--- src/rtl/branch_redirect_ctrl.sv ---
// Resolved-branch redirect controller: registered PC redirect, multi-cycle flush, return-address stack.
// Optional BRANCH_STATS_EN enables redirect / squashed-resolve counters (ports are tied to 0 otherwise).
module branch_redirect_ctrl #(
  parameter int ADDR_W       = 10,
  parameter int RAS_DEPTH    = 8,
  parameter int FLUSH_CYCLES = 2
) (
  input  logic              clk_i,
  input  logic              rst_n_i,
  input  logic              res_valid_i,
  input  logic [3:0]        branch_type_i,
  input  logic              branch_taken_i,
  input  logic [ADDR_W-1:0] target_addr_i,
  input  logic [ADDR_W-1:0] ret_addr_i,
  output logic              redirect_o,
  output logic [ADDR_W-1:0] redirect_pc_o,
  output logic              flush_o,
  output logic              busy_o,
  output logic              i_set_o,
  output logic              i_clr_o,
  output logic              ras_ovf_o,
  output logic              ras_unf_o,
  output logic [15:0]       redir_cnt_o,
  output logic [15:0]       squash_cnt_o
);
  localparam int PW = $clog2(RAS_DEPTH);

  typedef enum logic [1:0] {S_IDLE, S_REDIR, S_FLUSH} state_e;

  state_e            state_q;
  logic [3:0]        fcnt_q;
  logic              redirect_q, flush_q, busy_q, iset_q, iclr_q, ovf_q, unf_q;
  logic [ADDR_W-1:0] pc_q;
  logic [PW-1:0]     ptr_q, ptr_d;
  logic [PW:0]       cnt_q, cnt_d;
  logic [ADDR_W-1:0] ras_q [RAS_DEPTH];

  logic              is_cond, is_call, is_ret, accept, push, pop;
  logic              stack_empty, stack_full;
  logic [ADDR_W-1:0] pop_pc;

  always_comb begin
    is_cond     = (branch_type_i >= 4'd1) && (branch_type_i <= 4'd5);
    is_call     = (branch_type_i == 4'd6);
    is_ret      = (branch_type_i >= 4'd7) && (branch_type_i <= 4'd9);
    accept      = (state_q == S_IDLE) && res_valid_i &&
                  (((is_cond || is_ret) && branch_taken_i) || is_call);
    push        = accept && is_call;
    pop         = accept && is_ret;
    stack_empty = (cnt_q == '0);
    stack_full  = (cnt_q == (PW+1)'(RAS_DEPTH));
    pop_pc      = stack_empty ? '0 : ras_q[ptr_q - PW'(1)];
    ptr_d       = ptr_q;
    cnt_d       = cnt_q;
    // A full push overwrites the oldest entry, so the pointer still advances.
    if (push) begin
      ptr_d = ptr_q + PW'(1);
      cnt_d = stack_full ? cnt_q : cnt_q + (PW+1)'(1);
    end else if (pop && !stack_empty) begin
      ptr_d = ptr_q - PW'(1);
      cnt_d = cnt_q - (PW+1)'(1);
    end
  end

  always_ff @(posedge clk_i or negedge rst_n_i) begin
    if (!rst_n_i) begin
      state_q    <= S_IDLE;
      fcnt_q     <= '0;
      redirect_q <= 1'b0;
      flush_q    <= 1'b0;
      busy_q     <= 1'b0;
      iset_q     <= 1'b0;
      iclr_q     <= 1'b0;
      ovf_q      <= 1'b0;
      unf_q      <= 1'b0;
      pc_q       <= '0;
      ptr_q      <= '0;
      cnt_q      <= '0;
    end else begin
      redirect_q <= 1'b0;
      iset_q     <= 1'b0;
      iclr_q     <= 1'b0;
      ptr_q      <= ptr_d;
      cnt_q      <= cnt_d;
      if (push && stack_full)  ovf_q <= 1'b1;
      if (pop && stack_empty)  unf_q <= 1'b1;
      case (state_q)
        S_IDLE: if (accept) begin
          state_q    <= S_REDIR;
          redirect_q <= 1'b1;
          flush_q    <= 1'b1;
          busy_q     <= 1'b1;
          pc_q       <= is_ret ? pop_pc : target_addr_i;
          iclr_q     <= (branch_type_i == 4'd8);
          iset_q     <= (branch_type_i == 4'd9);
        end
        S_REDIR: if (FLUSH_CYCLES == 1) begin
          state_q <= S_IDLE;
          flush_q <= 1'b0;
          busy_q  <= 1'b0;
        end else begin
          state_q <= S_FLUSH;
          fcnt_q  <= 4'(FLUSH_CYCLES - 2);
        end
        S_FLUSH: if (fcnt_q == '0) begin
          state_q <= S_IDLE;
          flush_q <= 1'b0;
          busy_q  <= 1'b0;
        end else begin
          fcnt_q <= fcnt_q - 4'd1;
        end
        default: state_q <= S_IDLE;
      endcase
    end
  end

  always_ff @(posedge clk_i) begin
    if (push) ras_q[ptr_q] <= ret_addr_i;
  end

  assign redirect_o    = redirect_q;
  assign redirect_pc_o = pc_q;
  assign flush_o       = flush_q;
  assign busy_o        = busy_q;
  assign i_set_o       = iset_q;
  assign i_clr_o       = iclr_q;
  assign ras_ovf_o     = ovf_q;
  assign ras_unf_o     = unf_q;

`ifdef BRANCH_STATS_EN
  logic [15:0] redir_cnt_q, squash_cnt_q;
  logic        squash;

  assign squash = res_valid_i && (state_q != S_IDLE);

  always_ff @(posedge clk_i or negedge rst_n_i) begin
    if (!rst_n_i) begin
      redir_cnt_q  <= '0;
      squash_cnt_q <= '0;
    end else begin
      if (accept && redir_cnt_q != 16'hFFFF)  redir_cnt_q  <= redir_cnt_q + 16'd1;
      if (squash && squash_cnt_q != 16'hFFFF) squash_cnt_q <= squash_cnt_q + 16'd1;
    end
  end

  assign redir_cnt_o  = redir_cnt_q;
  assign squash_cnt_o = squash_cnt_q;
`else
  assign redir_cnt_o  = '0;
  assign squash_cnt_o = '0;
`endif
endmodule
--- config.mk ---
export PLATFORM = sky130hd
export DESIGN_NAME = branch_redirect_ctrl
export DESIGN_NICKNAME = d
export VERILOG_FILES = /design/src/rtl/branch_redirect_ctrl.sv
export SDC_FILE = /design/constraint.sdc
export NUM_CORES = 1
export LEC_CHECK = 0
export BUFFER_PORTS_ARGS = -buffer_cell sky130_fd_sc_hd__buf_4
export CORE_ASPECT_RATIO = 0.5
export CORE_MARGIN = 8
export CORE_UTILIZATION = 60
export DETAILED_ROUTE_END_ITERATION = 8
export GPL_TIMING_DRIVEN = 0
export HOLD_SLACK_MARGIN = 0.03
export PLACE_DENSITY_LB_ADDON = 0.25
export SLEW_MARGIN = 20
export SYNTH_ARGS = -nofsm -noshare
export SYNTH_HDL_FRONTEND = slang
export SYNTH_SLANG_ARGS = --single-unit
--- constraint.sdc ---
create_clock -name clk_i -period 5.9 [get_ports clk_i]
set_input_delay 0 -clock clk_i [delete_from_list [all_inputs] [get_ports clk_i]]
set_output_delay 0 -clock clk_i [all_outputs]
set_load 0.1 [all_outputs]
### Word level (Yosys, flattened, before mapping)

Memory sizes are Yosys's and may differ from the RTL's.
Cells that the tools add are included.

* memories: 1
* input port bits: 28
* word-level logic and storage cells: 78
* output and inout port bits: 49
* bits in registers: 29
* memory bits (writable): 80

Memories
* ras_q: words 8, width 10, read ports 1, clocked after memory_dff 0, wr ports 1, line 36 `logic [ADDR_W-1:0] ras_q [RAS_DEPTH];`

* magnitude comparators: 4
* equality and inequality tests: 10
* muxes and demuxes: 23
* reductions and logical operators: 24
* add/subtract/negate cells: 5

Operators by type and width (number)
* $mux 10: 2
* $mux 4: 4
* $eq 4x4->1 const B: 3
* $logic_and 1x1->1: 10
* $mux 1: 10
* $logic_not 4->1: 2
* $ne 2x2->1 const B: 4
* $pmux 4 s2: 1
* $reduce_and 2->1: 4
* $sub 4x1->4 const B: 2
* $mux 3: 2
* $pmux 2 s3: 1
* $reduce_bool 2->1: 3
* $add 4x1->4 const B: 1
* $eq 4x3->1 const B: 1
* $ge 4x1->1 const B: 1
* $ge 4x3->1 const B: 1
* $le 4x3->1 const B: 1
* $le 4x4->1 const B: 1
* $mux 2: 2
* $add 3x1->3 const B: 1
* $reduce_and 3->1: 1
* $sub 3x1->3 const B: 1
* $eq 2x1->1 const B: 1
* other kinds (5): 6

### Depth between registers and ports, before layout

Gate-level depths: netlist of the first run.

* depth after elaboration: 10
* mapped depth: 10
* gate-level depth less buffers: 9

### Worst setup path after synthesis of the first run

Ideal clock, no wire load.

* kind: reg-to-reg
* start: register state_q[1]
* end: memory ras_q[0][0] (enable)
* setup time: 0.403 ns
* slack: 3.360 ns
* arrival time: 2.136 ns
* data required time: 5.497 ns
* buffers on the path: 1
* cell stages (with the launch flop): 6
* period minus slack after synthesis: 2.540 ns
* cell sequence: dfrtp_1 nor3b_4 and3_1 buf_2 inv_2 nor4_1

* word-level cells in the longest chain between the ends: 6

Ends and longest elaborated chain
* start, declared: line 30 `state_e state_q;`
* start signal, assigned: line 67 `state_q <= S_IDLE;`
* start signal, assigned: line 89 `state_q <= S_REDIR;`
* start signal, assigned: line 98 `state_q <= S_IDLE;`
* $logic_not 2->1: line 46 `accept = (state_q == S_IDLE) && res_valid_i &&`
* $logic_and 1x1->1 (2 in a row): line 46
* $logic_and 1x1->1: line 48 `push = accept && is_call;`
* $mux 1: line 118 `if (push) ras_q[ptr_q] <= ret_addr_i;`
* $mux 1 (not written as such): line 118
* end, declared: line 36

No other way between the ends.

### Final worst setup path of the first run

* start: register ptr_q[0]
* end: register pc_q[0], in the netlist redirect_pc_o[0]

* word-level cells in the longest chain between the ends: 4

Ends and longest elaborated chain
* start, declared: line 34 `logic [PW-1:0] ptr_q, ptr_d;`
* start signal, assigned: line 83 `ptr_q <= ptr_d;`
* $sub 3x1->3: line 52 `pop_pc = stack_empty ? '0 : ras_q[ptr_q - PW'(1)];`
* $mem_v2 8x10
* $mux 10: line 52
* $mux 10: line 93 `pc_q <= is_ret ? pop_pc : target_addr_i;`
* end signal, assigned: line 93
* end, declared: line 33 `logic [ADDR_W-1:0] pc_q;`

No other way between the ends.
A chain may end at the register's enable or synchronous reset.

==> results of run 1 <==
-- synth_stat cells, types with 2 or more instances --
cell                        n
sky130_fd_sc_hd__mux2i_1   10
sky130_fd_sc_hd__ha_1       5
sky130_fd_sc_hd__nor2_1     6
sky130_fd_sc_hd__nand2_1   27
sky130_fd_sc_hd__o221ai_2  10
sky130_fd_sc_hd__a21o_1     3
sky130_fd_sc_hd__a21oi_1    8
sky130_fd_sc_hd__o22ai_1    2
sky130_fd_sc_hd__buf_4     33
sky130_fd_sc_hd__nand2b_1   3
sky130_fd_sc_hd__mux4_2     7
sky130_fd_sc_hd__nand3_1    3
sky130_fd_sc_hd__nor3b_4    2
sky130_fd_sc_hd__mux4_1    13
sky130_fd_sc_hd__nor3_1     8
sky130_fd_sc_hd__clkbuf_8   3
sky130_fd_sc_hd__clkbuf_1   3
sky130_fd_sc_hd__nor3b_1    2
sky130_fd_sc_hd__o21ai_0    4
sky130_fd_sc_hd__a211oi_1   2
sky130_fd_sc_hd__inv_1      7
sky130_fd_sc_hd__dfrtp_1   29
sky130_fd_sc_hd__nor4_1     3
sky130_fd_sc_hd__edfxtp_1  80
sky130_fd_sc_hd__buf_2      5
sky130_fd_sc_hd__or3_1      2
sky130_fd_sc_hd__xnor2_1    2
-- stage by stage --
step / hold slack (ns) / power [W]
6_report: 0.0432 / 0.00260
3_3_place_gp: -0.0582 / 0.00195
3_5_place_dp: -0.0516 / 0.00200
4_1_cts: 0.0325 / 0.00261
2_1_floorplan: -0.296 / 0.00174
5_1_grt: 0.0411 / 0.00269
-- flip-flops by register name, summed over array words and instances, names as in the netlist --
| signal | count |
|---|---|
| busy_o | 1 |
| state_q | 2 |
| ras_unf_o | 1 |
| ras_ovf_o | 1 |
| redirect_o | 1 |
| cnt_q | 4 |
| fcnt_q | 4 |
| i_clr_o | 1 |
| ptr_q | 3 |
| i_set_o | 1 |
| redirect_pc_o | 10 |
| ras_q | 80 |
-- per-layer routing --
metal / up-vias / track usage / routed length [um]
met5: - / 0 / 0
li1: 1356 / - / -
met1: 1431 / 0.222 / 4220
met4: 0 / 0.0669 / 80
met2: 129 / 0.318 / 5290
met3: 7 / 0.0562 / 1090
-- worst min-delay path, cell delays in order --
cell	delay, ns
sky130_fd_sc_hd__buf_4	0.11
sky130_fd_sc_hd__nor3b_4	0.05
sky130_fd_sc_hd__and3_2	0.18
-- kinds of logic (layout without fill, tap and decap cells) --
| group | count (synthesis) | count (layout) | synth area share |
|---|---|---|---|
| other | 1 | 32 | 0.000757 |
| AOI/OAI and AO/OA | 38 | 38 | 0.0700 |
| buffers and inverters | 54 | 143 | 0.0748 |
| adders and majority gates | 6 | 6 | 0.0167 |
| and+or+nand+nor | 65 | 65 | 0.0733 |
| xor gates and xnor gates | 4 | 4 | 0.00859 |
| muxes | 31 | 31 | 0.124 |
| DFF | 109 | 109 | 0.632 |
-- worst paths after layout --
path | from | cells past startpoint | slack [ns] | endpoint
worst max-delay path | ptr_q[0] | 8 | 2.82 | redirect_pc_o[0]
worst min-delay path | branch_type_i[1] | 3 | 0.04 | i_set_o
worst max register to register | ptr_q[0] | 8 | 2.82 | redirect_pc_o[0]
worst min register to register | ras_unf_o | 2 | 0.47 | ras_unf_o
max in group asynchronous | rst_n_i | 2 | 5.50 | cnt_q[3]
min in group asynchronous | rst_n_i | 2 | 0.12 | busy_o
-- power by group through the flow --
stage	Clock, W	Combinational [W]	Sequential [W]
detailed placement	0	0.00105	0.000948
finish	0.000601	0.00107	0.000934
global placement	0	0.00101	0.000941
floorplan	0	0.000586	0.00116
global route	0.000640	0.00111	0.000941
CTS	0.000611	0.00107	0.000932
-- area by class of cell --
| class | instances | area (sq um) | share of cell area |
|---|---|---|---|
| repair buffers | 74 | 618 | 0.100 |
| flip-flops and latches | 109 | 3130 | 0.508 |
| clock inverters | 6 | 71.3 | 0.0116 |
| inverters | 9 | 33.8 | 0.00549 |
| clock buffers | 9 | 225 | 0.0366 |
| plain buffers | 45 | 337 | 0.0547 |
| well taps | 112 | 140 | 0.0228 |
| multi-input cells | 176 | 1600 | 0.260 |
-- placed cells by master, fill, tap and decap left out, drive strengths merged, types with 2 or more instances in the layout --
| master | netlist | layout |
|---|---|---|
| xnor2 | 2 | 2 |
| nor2 | 6 | 6 |
| nor3b | 4 | 4 |
| mux2i | 10 | 10 |
| nand2b | 3 | 3 |
| ha | 5 | 5 |
| nand2 | 27 | 27 |
| clkbuf | 6 | 15 |
| nand3 | 3 | 3 |
| o22ai | 2 | 2 |
| conb | 1 | 32 |
| dlygate4sd3 | 0 | 24 |
| o21ai | 6 | 6 |
| a211oi | 2 | 2 |
| clkinv | 1 | 3 |
| dfrtp | 29 | 29 |
| and3 | 2 | 2 |
| o221ai | 10 | 10 |
| a21o | 3 | 3 |
| nor4 | 3 | 3 |
| nor3 | 9 | 9 |
| or3 | 3 | 3 |
| edfxtp | 80 | 80 |
| inv | 8 | 11 |
| mux4 | 20 | 20 |
| a21oi | 8 | 8 |
| buf | 39 | 89 |
| xor2 | 2 | 2 |
==> impl_metrics.json, run 1 <==
{
  "fin_crit_sh": 0.522,
  "worst_path_most_repeated_cell": "sky130_fd_sc_hd__buf_2",
  "intPower_w": 0.00157,
  "achievable-frequency_mhz": 325,
  "cp_top_family": "buffers and inverters",
  "pre_cts_slack_ns": 2.88,
  "cp_cell_sequence": "buf_2 -> buf_2 -> inv_1 -> ha_1 -> clkbuf_1 -> mux4_1 -> mux2i_1 -> o221ai_2",
  "final_period_minus_worst_setup_slack_ns": 3.08,
  "netlist_area_sq_mm": 0.00495,
  "antenna_found_initial": 0,
  "tritoncts": "done",
  "detailroute.via_count": 2923,
  "p_clk_frac": 0.231,
  "critical_path.max_stage_delay_ns": 0.55,
  "chipHeight_um": 80.2,
  "path_clk_slew_ns": 0.07,
  "net-switching-power_w": 0.00103,
  "drt_drc_violations_left": 0,
  "non_filler_cell_area_final_sq_mm": 0.00615,
  "first_iter_violations": 294,
  "comb_power_share": 0.410,
  "flow.area_growth_from_synthesis_pct": 24.3,
  "ctsHtreeMaxLevel": 3,
  "portBuffers": 44,
  "clockBufferDepth": 2,
  "critical-path-slowest-cell": "sky130_fd_sc_hd__clkbuf_1",
  "cp.arrival_ns": 3.29,
  "cts_buffers": 9,
  "synth.avg_cell_area_sq_um": 16.1,
  "cts.sink_count": 109,
  "placer_congestion_estimate": 0.840,
  "timing_max_transition_violations_final": 0,
  "ys_seq_area_frac": 0.632,
  "synth-warning-count": 0,
  "postCtsHoldBufs": 24,
  "slew_headroom": 0.338,
  "total_leakage_power_nw": 2.52,
  "setup-violations-final": 0,
  "yosys_most_used_dff": "sky130_fd_sc_hd__edfxtp_1",
  "drt_pass1_iterations": 4,
  "avgViaCountPerCell": 5.41,
  "critical_path_buf_inv_count": 4,
  "post_synth_inst_count": 308,
  "yosys.area.top_type": "sky130_fd_sc_hd__edfxtp_1",
  "drt-wirelength-per-cell_um": 19.8,
  "worst_path_class_setup": "flip-flop to flip-flop",
  "final_util": 0.769,
  "fp.dieW_um": 144,
  "rsz_0062_raised_after_global_routing": "no",
  "yosys.cell_types.count": 53,
  "cp_data_required_time_ns": 6.11,
  "worstHoldPathType": "input pin to flip-flop",
  "clk-insertion-delay-late_ns": 0.35,
  "netlist_top_cells_area": "sky130_fd_sc_hd__edfxtp_1 (49%), sky130_fd_sc_hd__dfrtp_1 (15%), sky130_fd_sc_hd__mux4_1 (6.9%)",
  "final_nets": 458,
  "final-hold-violation-count": 0,
  "synth.top_cell.area_share": 0.485,
  "power_density_mw_per_mm2": 423,
  "post_synthesis_async_set_or_reset_flop_share": 0.266,
  "number_of_antenna_diodes": 0,
  "clock-root-buffer": "sky130_fd_sc_hd__clkbuf_16",
  "edff_count_synth": 80,
  "worst_slew_pin_slew_ns": 0.989,
  "post-dp-hpwl_mm": 7.42,
  "initial_core_utilization": 0.619,
  "post-cts-setup-buffer-count": 0,
  "finClkSkew_ns": 0.00747,
  "finalWirelength_mm": 10.7,
  "placement.cell_area_sq_mm": 0.00562,
  "dp.cells": 501,
  "fin_setup_tns_ns": 0,
  "ioPinCount": 77,
  "core_sq_mm": 0.00800,
  "globalRouteOverflowTotal": 0,
  "drv_cap": 0,
  "timing.critical_path.from_type": "flip-flop",
  "power.sequential.fraction": 0.359,
  "post_cts.resized_instances": 0,
  "grt_pass1_vias": 2932,
  "cp-end-kind": "flip-flop",
  "fillerInstances": 456,
  "total_die_area_sq_mm": 0.0116,
  "drive_above_1_share": 0.332,
  "layout_setup_ws_ns": 2.82,
  "max-vdd-ir-drop_uv": 220,
  "stdcell_count": 540,
  "postSynthRegisterBits": 109,
  "power.share.switching": 0.397,
  "timing.critical_path.fanout_max": 10,
  "total_routing_usage_gr": 0.186,
  "run_status": "finished clean",
  "site_rows": 23,
  "drtAntennaViolNets": 0,
  "grt_first_pass_wirelength_mm": 15.9,
  "grt_max_degree": 30
}
Note: power is estimated with default switching activity, not from simulation.
==> run 2: changes to the inputs <==
--- a/config.mk
+++ b/config.mk
@@ -8,7 +8,7 @@
 export BUFFER_PORTS_ARGS = -buffer_cell sky130_fd_sc_hd__buf_4
 export CORE_ASPECT_RATIO = 0.5
 export CORE_MARGIN = 8
-export CORE_UTILIZATION = 60
+export CORE_UTILIZATION = 51
 export DETAILED_ROUTE_END_ITERATION = 8
 export GPL_TIMING_DRIVEN = 0
 export HOLD_SLACK_MARGIN = 0.03
==> constraint.sdc (replaced) <==
create_clock -name clk_i -period 2.6 [get_ports clk_i]
set_input_delay 0 -clock clk_i [delete_from_list [all_inputs] [get_ports clk_i]]
set_output_delay 0 -clock clk_i [all_outputs]
set_load 0.1 [all_outputs]
==> run 2 against run 1 <==
Die area up 15%. Final area up 1.7%. Combinational power up 130%. Wire length down 0.78%. Register-to-register slack worse by 2.6 ns. Power up 130%. Clock power up 130%. Non-clock buffer count up 2. Final cell count up 4.8%. Global-route usage down 2.0 points. Critical path depth up 2.
==> impl_metrics.json, run 2 (synthesis results as in run 1) <==
{
  "net-switching-power_w": 0.00238,
  "rsz_0062_raised_after_global_routing": "no",
  "first_iter_violations": 171,
  "drt_pass1_iterations": 4,
  "most-common-layout-cells": "sky130_fd_sc_hd__buf_4 (83), sky130_fd_sc_hd__edfxtp_1 (80), sky130_fd_sc_hd__conb_1 (32)",
  "grt_first_pass_wirelength_mm": 16.7,
  "site_rows": 25,
  "clockBufferDepth": 2,
  "cp_data_required_time_ns": 2.82,
  "cts.sink_count": 109,
  "cts_buffers": 9,
  "finClkSkew_ns": 0.0102,
  "number_of_antenna_diodes": 0,
  "worst-r2r-cell-count": 10,
  "setup-violations-final": 0,
  "fin_crit_sh": 0.934,
  "p_clk_frac": 0.233,
  "mostFrequentLayoutCell": "sky130_fd_sc_hd__buf_4",
  "tritoncts": "done",
  "drive_above_1_share": 0.362,
  "cp-end-kind": "flip-flop",
  "comb_power_share": 0.416,
  "globalRouteOverflowTotal": 0,
  "timing.critical_path.fanout_max": 11,
  "final-hold-violation-count": 0,
  "fp.dieW_um": 155,
  "total_die_area_sq_mm": 0.0133,
  "chipHeight_um": 85.7,
  "final_nets": 460,
  "timing_max_transition_violations_final": 0,
  "max-vdd-ir-drop_uv": 415,
  "ioPinCount": 77,
  "finalWirelength_mm": 10.6,
  "grt_max_degree": 30,
  "run_status": "finished clean",
  "cp_cell_sequence": "nor3b_4 -> and3_1 -> buf_2 -> inv_2 -> ha_1 -> a21o_1 -> a21oi_2 -> nor2_1 -> a211oi_2 -> a21oi_1",
  "clk-insertion-delay-late_ns": 0.35,
  "ctsHtreeMaxLevel": 3,
  "achievable-frequency_mhz": 412,
  "final_period_minus_worst_setup_slack_ns": 2.43,
  "post-dp-hpwl_mm": 7.32,
  "total_routing_usage_gr": 0.165,
  "drtAntennaViolNets": 0,
  "fillerInstances": 677,
  "clock-root-buffer": "sky130_fd_sc_hd__clkbuf_16",
  "detailroute.via_count": 2918,
  "power.share.switching": 0.395,
  "power_density_mw_per_mm2": 963,
  "worstHoldPathType": "input pin to flip-flop",
  "drt-wirelength-per-cell_um": 18.7,
  "portBuffers": 44,
  "drv_cap": 0,
  "cp.arrival_ns": 2.65,
  "drt_drc_violations_left": 0,
  "critical-path-slowest-cell": "sky130_fd_sc_hd__dfrtp_2",
  "avgViaCountPerCell": 5.16,
  "sequential_cell_area_sq_mm": 0.00313,
  "post-layout-total-power_w": 0.00603,
  "path_clk_slew_ns": 0.07,
  "intPower_w": 0.00365,
  "worst_slew_pin_slew_ns": 0.625,
  "power.sequential.fraction": 0.351,
  "whs_path_depth": 3,
  "register_ranked_first_by_flip_flop_count": "ras_q",
  "grt_pass1_vias": 3062,
  "stdcell_count": 566,
  "largest_register_ffs": 80,
  "critical_path.max_stage_delay_ns": 0.47,
  "worst_path_class_setup": "flip-flop to flip-flop",
  "flow.area_growth_from_synthesis_pct": 26.5,
  "total_leakage_power_nw": 2.55,
  "timing.critical_path.from_type": "flip-flop",
  "slew_headroom": 0.583,
  "multiInputGateArea_sq_mm": 0.00164,
  "initial_core_utilization": 0.524,
  "placer_congestion_estimate": 0.722,
  "dp.cells": 526,
  "antenna_found_initial": 0,
  "core_sq_mm": 0.00945
}
==> run 2: changes by cell type in the layout (fill, tap and decap cells not counted), moves of 2 or more <==
cell and delta:
sky130_fd_sc_hd__clkbuf_1 -2, sky130_fd_sc_hd__inv_8 +2, sky130_fd_sc_hd__buf_4 +4, sky130_fd_sc_hd__mux2i_1 -4
sky130_fd_sc_hd__mux2i_2 +4
==> run 2: through the flow <==
step	hold slack (ns)	utilization	instance area, sq um	setup slack (ns)	setup TNS (ns)
after global routing	0.0622	0.663	6260	0.0113	0
after global placement	-0.0518	0.589	5570	-0.942	-34.65
after detailed placement	-0.0520	0.599	5660	-0.426	-3.20
after floorplan	-0.296	-	5070	0.0602	0
after CTS	0.0317	0.660	6230	0.0180	0
final	0.0422	0.663	6260	0.173	0
==> run 2: layer usage <==
layer  track usage  share of wire
met5             0              0
met4        0.0664          0.024
met3        0.0627          0.077
met2         0.261           0.46
met1         0.203           0.44
==> run 2: worst paths after layout <==
check                                 startpoint          to  slack, ns
worst max register to register        state_q[1]    cnt_q[3]       0.17
max in group asynchronous                rst_n_i  state_q[1]       2.19
worst min-delay path            branch_type_i[1]     i_set_o       0.04
worst max-delay path                  state_q[1]    cnt_q[3]       0.17
worst min register to register         ras_unf_o   ras_unf_o       0.48
min in group asynchronous                rst_n_i    ptr_q[0]       0.10
==> run 2: repair_timing <==
| item | in CTS | in global routing |
|---|---|---|
| hold buffers | 24 | 0 |
| gates resized for setup | 6 | 11 |
| hold endpoints to repair | 121 | 0 |
| endpoints found under the setup margin | 10 | 16 |
| buffers inserted | 0 | 0 |
==> run 2: critical path, delay by kind of cell, from the launching register on <==
kind	cells	cell delay (ns)
buffers and inverters	2	0.36
and+or+nand+nor	3	0.52
adders and majority gates	1	0.30
AOI/OAI and AO/OA	4	0.66
DFF	1	0.47
==> run 2: final cells by class <==
cell class	count	area share
flip-flops and latches	109	0.500
multi-input cells	176	0.262
repair buffers	76	0.101
plain buffers	45	0.0558
clock buffers	9	0.0360
well taps	135	0.0270
clock inverters	7	0.0136
inverters	9	0.00540
==> run 2: power by group through the flow <==
stage	combinational [W]	clock, W	sequential (W)
2_1_floorplan	0.00133	0	0.00263
3_3_place_gp	0.00228	0	0.00214
3_5_place_dp	0.00236	0	0.00215
4_1_cts	0.00243	0.00142	0.00211
5_1_grt	0.00266	0.00148	0.00213
6_report	0.00251	0.00141	0.00212
==> run 3: changes to the inputs <==
--- a/config.mk
+++ b/config.mk
@@ -11,7 +11,7 @@
 export CORE_UTILIZATION = 51
 export DETAILED_ROUTE_END_ITERATION = 8
 export GPL_TIMING_DRIVEN = 0
-export HOLD_SLACK_MARGIN = 0.03
+export HOLD_SLACK_MARGIN = 0.06
 export PLACE_DENSITY_LB_ADDON = 0.25
 export SLEW_MARGIN = 20
 export SYNTH_ARGS = -nofsm -noshare
==> run 3 against run 2 <==
Final cell count up 0.18%. Critical path depth unchanged. Via count up 0.41%. Clock skew about the same. Largest power group unchanged. Non-clock buffer count up 1. Power about the same. Wire length down 0.13%. Worst hold slack better by 0.061 ns. Highest routed layer unchanged. Register-to-register slack about the same. First-iteration DRC count up 2.3%. Flip-flop and latch count unchanged. Combinational power about the same.
==> impl_metrics.json, run 3 (synthesis results as in run 1) <==
{
  "mostFrequentLayoutCell": "sky130_fd_sc_hd__buf_4",
  "fillerInstances": 678,
  "drive_above_1_share": 0.361,
  "total_routing_usage_gr": 0.165,
  "grt_pass1_vias": 3064,
  "sequential_cell_area_sq_mm": 0.00313,
  "timing_max_transition_violations_final": 0,
  "core_sq_mm": 0.00945,
  "rsz_0062_raised_after_global_routing": "no",
  "post-dp-hpwl_mm": 7.32,
  "grt_max_degree": 30,
  "worstHoldPathType": "input pin to asynchronous set/reset pin",
  "grt_first_pass_wirelength_mm": 16.7,
  "first_iter_violations": 175,
  "fp.dieW_um": 155,
  "non_filler_cell_area_final_sq_mm": 0.00627,
  "drv_cap": 0,
  "final-hold-violation-count": 0,
  "flow.area_growth_from_synthesis_pct": 26.7,
  "cts.sink_count": 109,
  "drt_drc_violations_left": 0,
  "avgViaCountPerCell": 5.17,
  "initial_core_utilization": 0.524,
  "cp.arrival_ns": 2.65,
  "setup-violations-final": 0,
  "most-common-layout-cells": "sky130_fd_sc_hd__buf_4 (83), sky130_fd_sc_hd__edfxtp_1 (80), sky130_fd_sc_hd__conb_1 (32)",
  "fin_crit_sh": 0.933,
  "total_die_area_sq_mm": 0.0133,
  "total_leakage_power_nw": 2.55,
  "portBuffers": 44,
  "max-vdd-ir-drop_uv": 414,
  "drtAntennaViolNets": 0,
  "antenna_found_initial": 0,
  "detailroute.via_count": 2930,
  "globalRouteOverflowTotal": 0,
  "slew_headroom": 0.584,
  "drt-wirelength-per-cell_um": 18.7,
  "worst_path_class_setup": "flip-flop to flip-flop",
  "post-cts-setup-buffer-count": 0,
  "power_density_mw_per_mm2": 961,
  "timing.critical_path.from_type": "flip-flop",
  "site_rows": 25,
  "final_period_minus_worst_setup_slack_ns": 2.43,
  "cp_data_required_time_ns": 2.82,
  "clock-root-buffer": "sky130_fd_sc_hd__clkbuf_16",
  "achievable-frequency_mhz": 412,
  "multiInputGateArea_sq_mm": 0.00164,
  "final_nets": 461,
  "finClkSkew_ns": 0.0100,
  "chipHeight_um": 85.7,
  "ctsHtreeMaxLevel": 3,
  "register_ranked_first_by_flip_flop_count": "ras_q",
  "tritoncts": "done",
  "finalWirelength_mm": 10.6,
  "worst_slew_pin_slew_ns": 0.624,
  "ioPinCount": 77,
  "clockBufferDepth": 2,
  "clk-insertion-delay-late_ns": 0.35,
  "largest_register_ffs": 80,
  "cp-end-kind": "flip-flop",
  "cts_buffers": 9,
  "path_clk_slew_ns": 0.08,
  "placement.cell_area_sq_mm": 0.00566,
  "drt_pass1_iterations": 4,
  "fin_setup_tns_ns": 0,
  "timing.critical_path.fanout_max": 11,
  "run_status": "finished clean",
  "placer_congestion_estimate": 0.722,
  "number_of_antenna_diodes": 0
}
==> run 3: through the flow <==
stage	std cells	worst slack, ns	hold slack (ns)	utilization	power [W]
3_3_place_gp	518	-0.942	-0.0518	0.589	0.00442
5_1_grt	567	0.0113	0.147	0.664	0.00628
2_1_floorplan	339	0.0602	-0.296	-	0.00396
4_1_cts	567	0.0180	0.124	0.661	0.00597
3_5_place_dp	526	-0.426	-0.0520	0.599	0.00451
6_report	567	0.173	0.103	0.664	0.00603
==> run 3: worst max-delay path: stages, from the launching register on <==
cell and delay [ns]:
sky130_fd_sc_hd__dfrtp_2 0.47, sky130_fd_sc_hd__nor3b_4 0.26, sky130_fd_sc_hd__and3_1 0.18, sky130_fd_sc_hd__buf_2 0.21, sky130_fd_sc_hd__inv_2 0.15, sky130_fd_sc_hd__ha_1 0.30
sky130_fd_sc_hd__a21o_1 0.19, sky130_fd_sc_hd__a21oi_2 0.21, sky130_fd_sc_hd__nor2_1 0.08, sky130_fd_sc_hd__a211oi_2 0.20, sky130_fd_sc_hd__a21oi_1 0.06
==> run 3: what timing repair did <==
item | CTS | global route
endpoints found under the hold margin | 121 | 0
endpoints found under the setup margin | 10 | 16
hold buffers | 25 | 0
gates resized for setup | 6 | 11
==> run 3: area by class of cell <==
| class | count | share of cell area |
|---|---|---|
| Clock inverter | 7 | 0.0136 |
| Tap cell | 135 | 0.0269 |
| Multi-Input combinational cell | 176 | 0.261 |
| Timing Repair Buffer | 77 | 0.102 |
| Buffer | 45 | 0.0557 |
| Inverter | 9 | 0.00539 |
| Clock buffer | 9 | 0.0359 |
| Sequential cell | 109 | 0.499 |
==> run 3: worst paths after layout <==
check | slack (ns) | cells after the start | to | start
worst max-delay path | 0.17 | 10 | cnt_q[3] | state_q[1]
worst min-delay path | 0.10 | 2 | ptr_q[0] | rst_n_i
worst max register to register | 0.17 | 10 | cnt_q[3] | state_q[1]
worst min register to register | 0.48 | 2 | ras_unf_o | ras_unf_o
max in group asynchronous | 2.19 | 2 | state_q[1] | rst_n_i
min in group clk_i | 0.17 | 4 | redirect_o | branch_taken_i
==> run 3: where the power goes <==
| group | internal (W) | total [W] | switching (W) |
|---|---|---|---|
| logic | 0.000879 | 0.00250 | 0.00163 |
| registers | 0.00200 | 0.00212 | 0.000117 |
| clock network | 0.000769 | 0.00141 | 0.000636 |
==> run 3: routing by layer <==
metal / vias up / part of all wire / global-route usage
li1: 1355 / - / -
met1: 1453 / 0.44 / 0.203
met2: 100 / 0.46 / 0.261
met3: 22 / 0.071 / 0.0627
met4: 0 / 0.025 / 0.0664
met5: - / 0 / 0
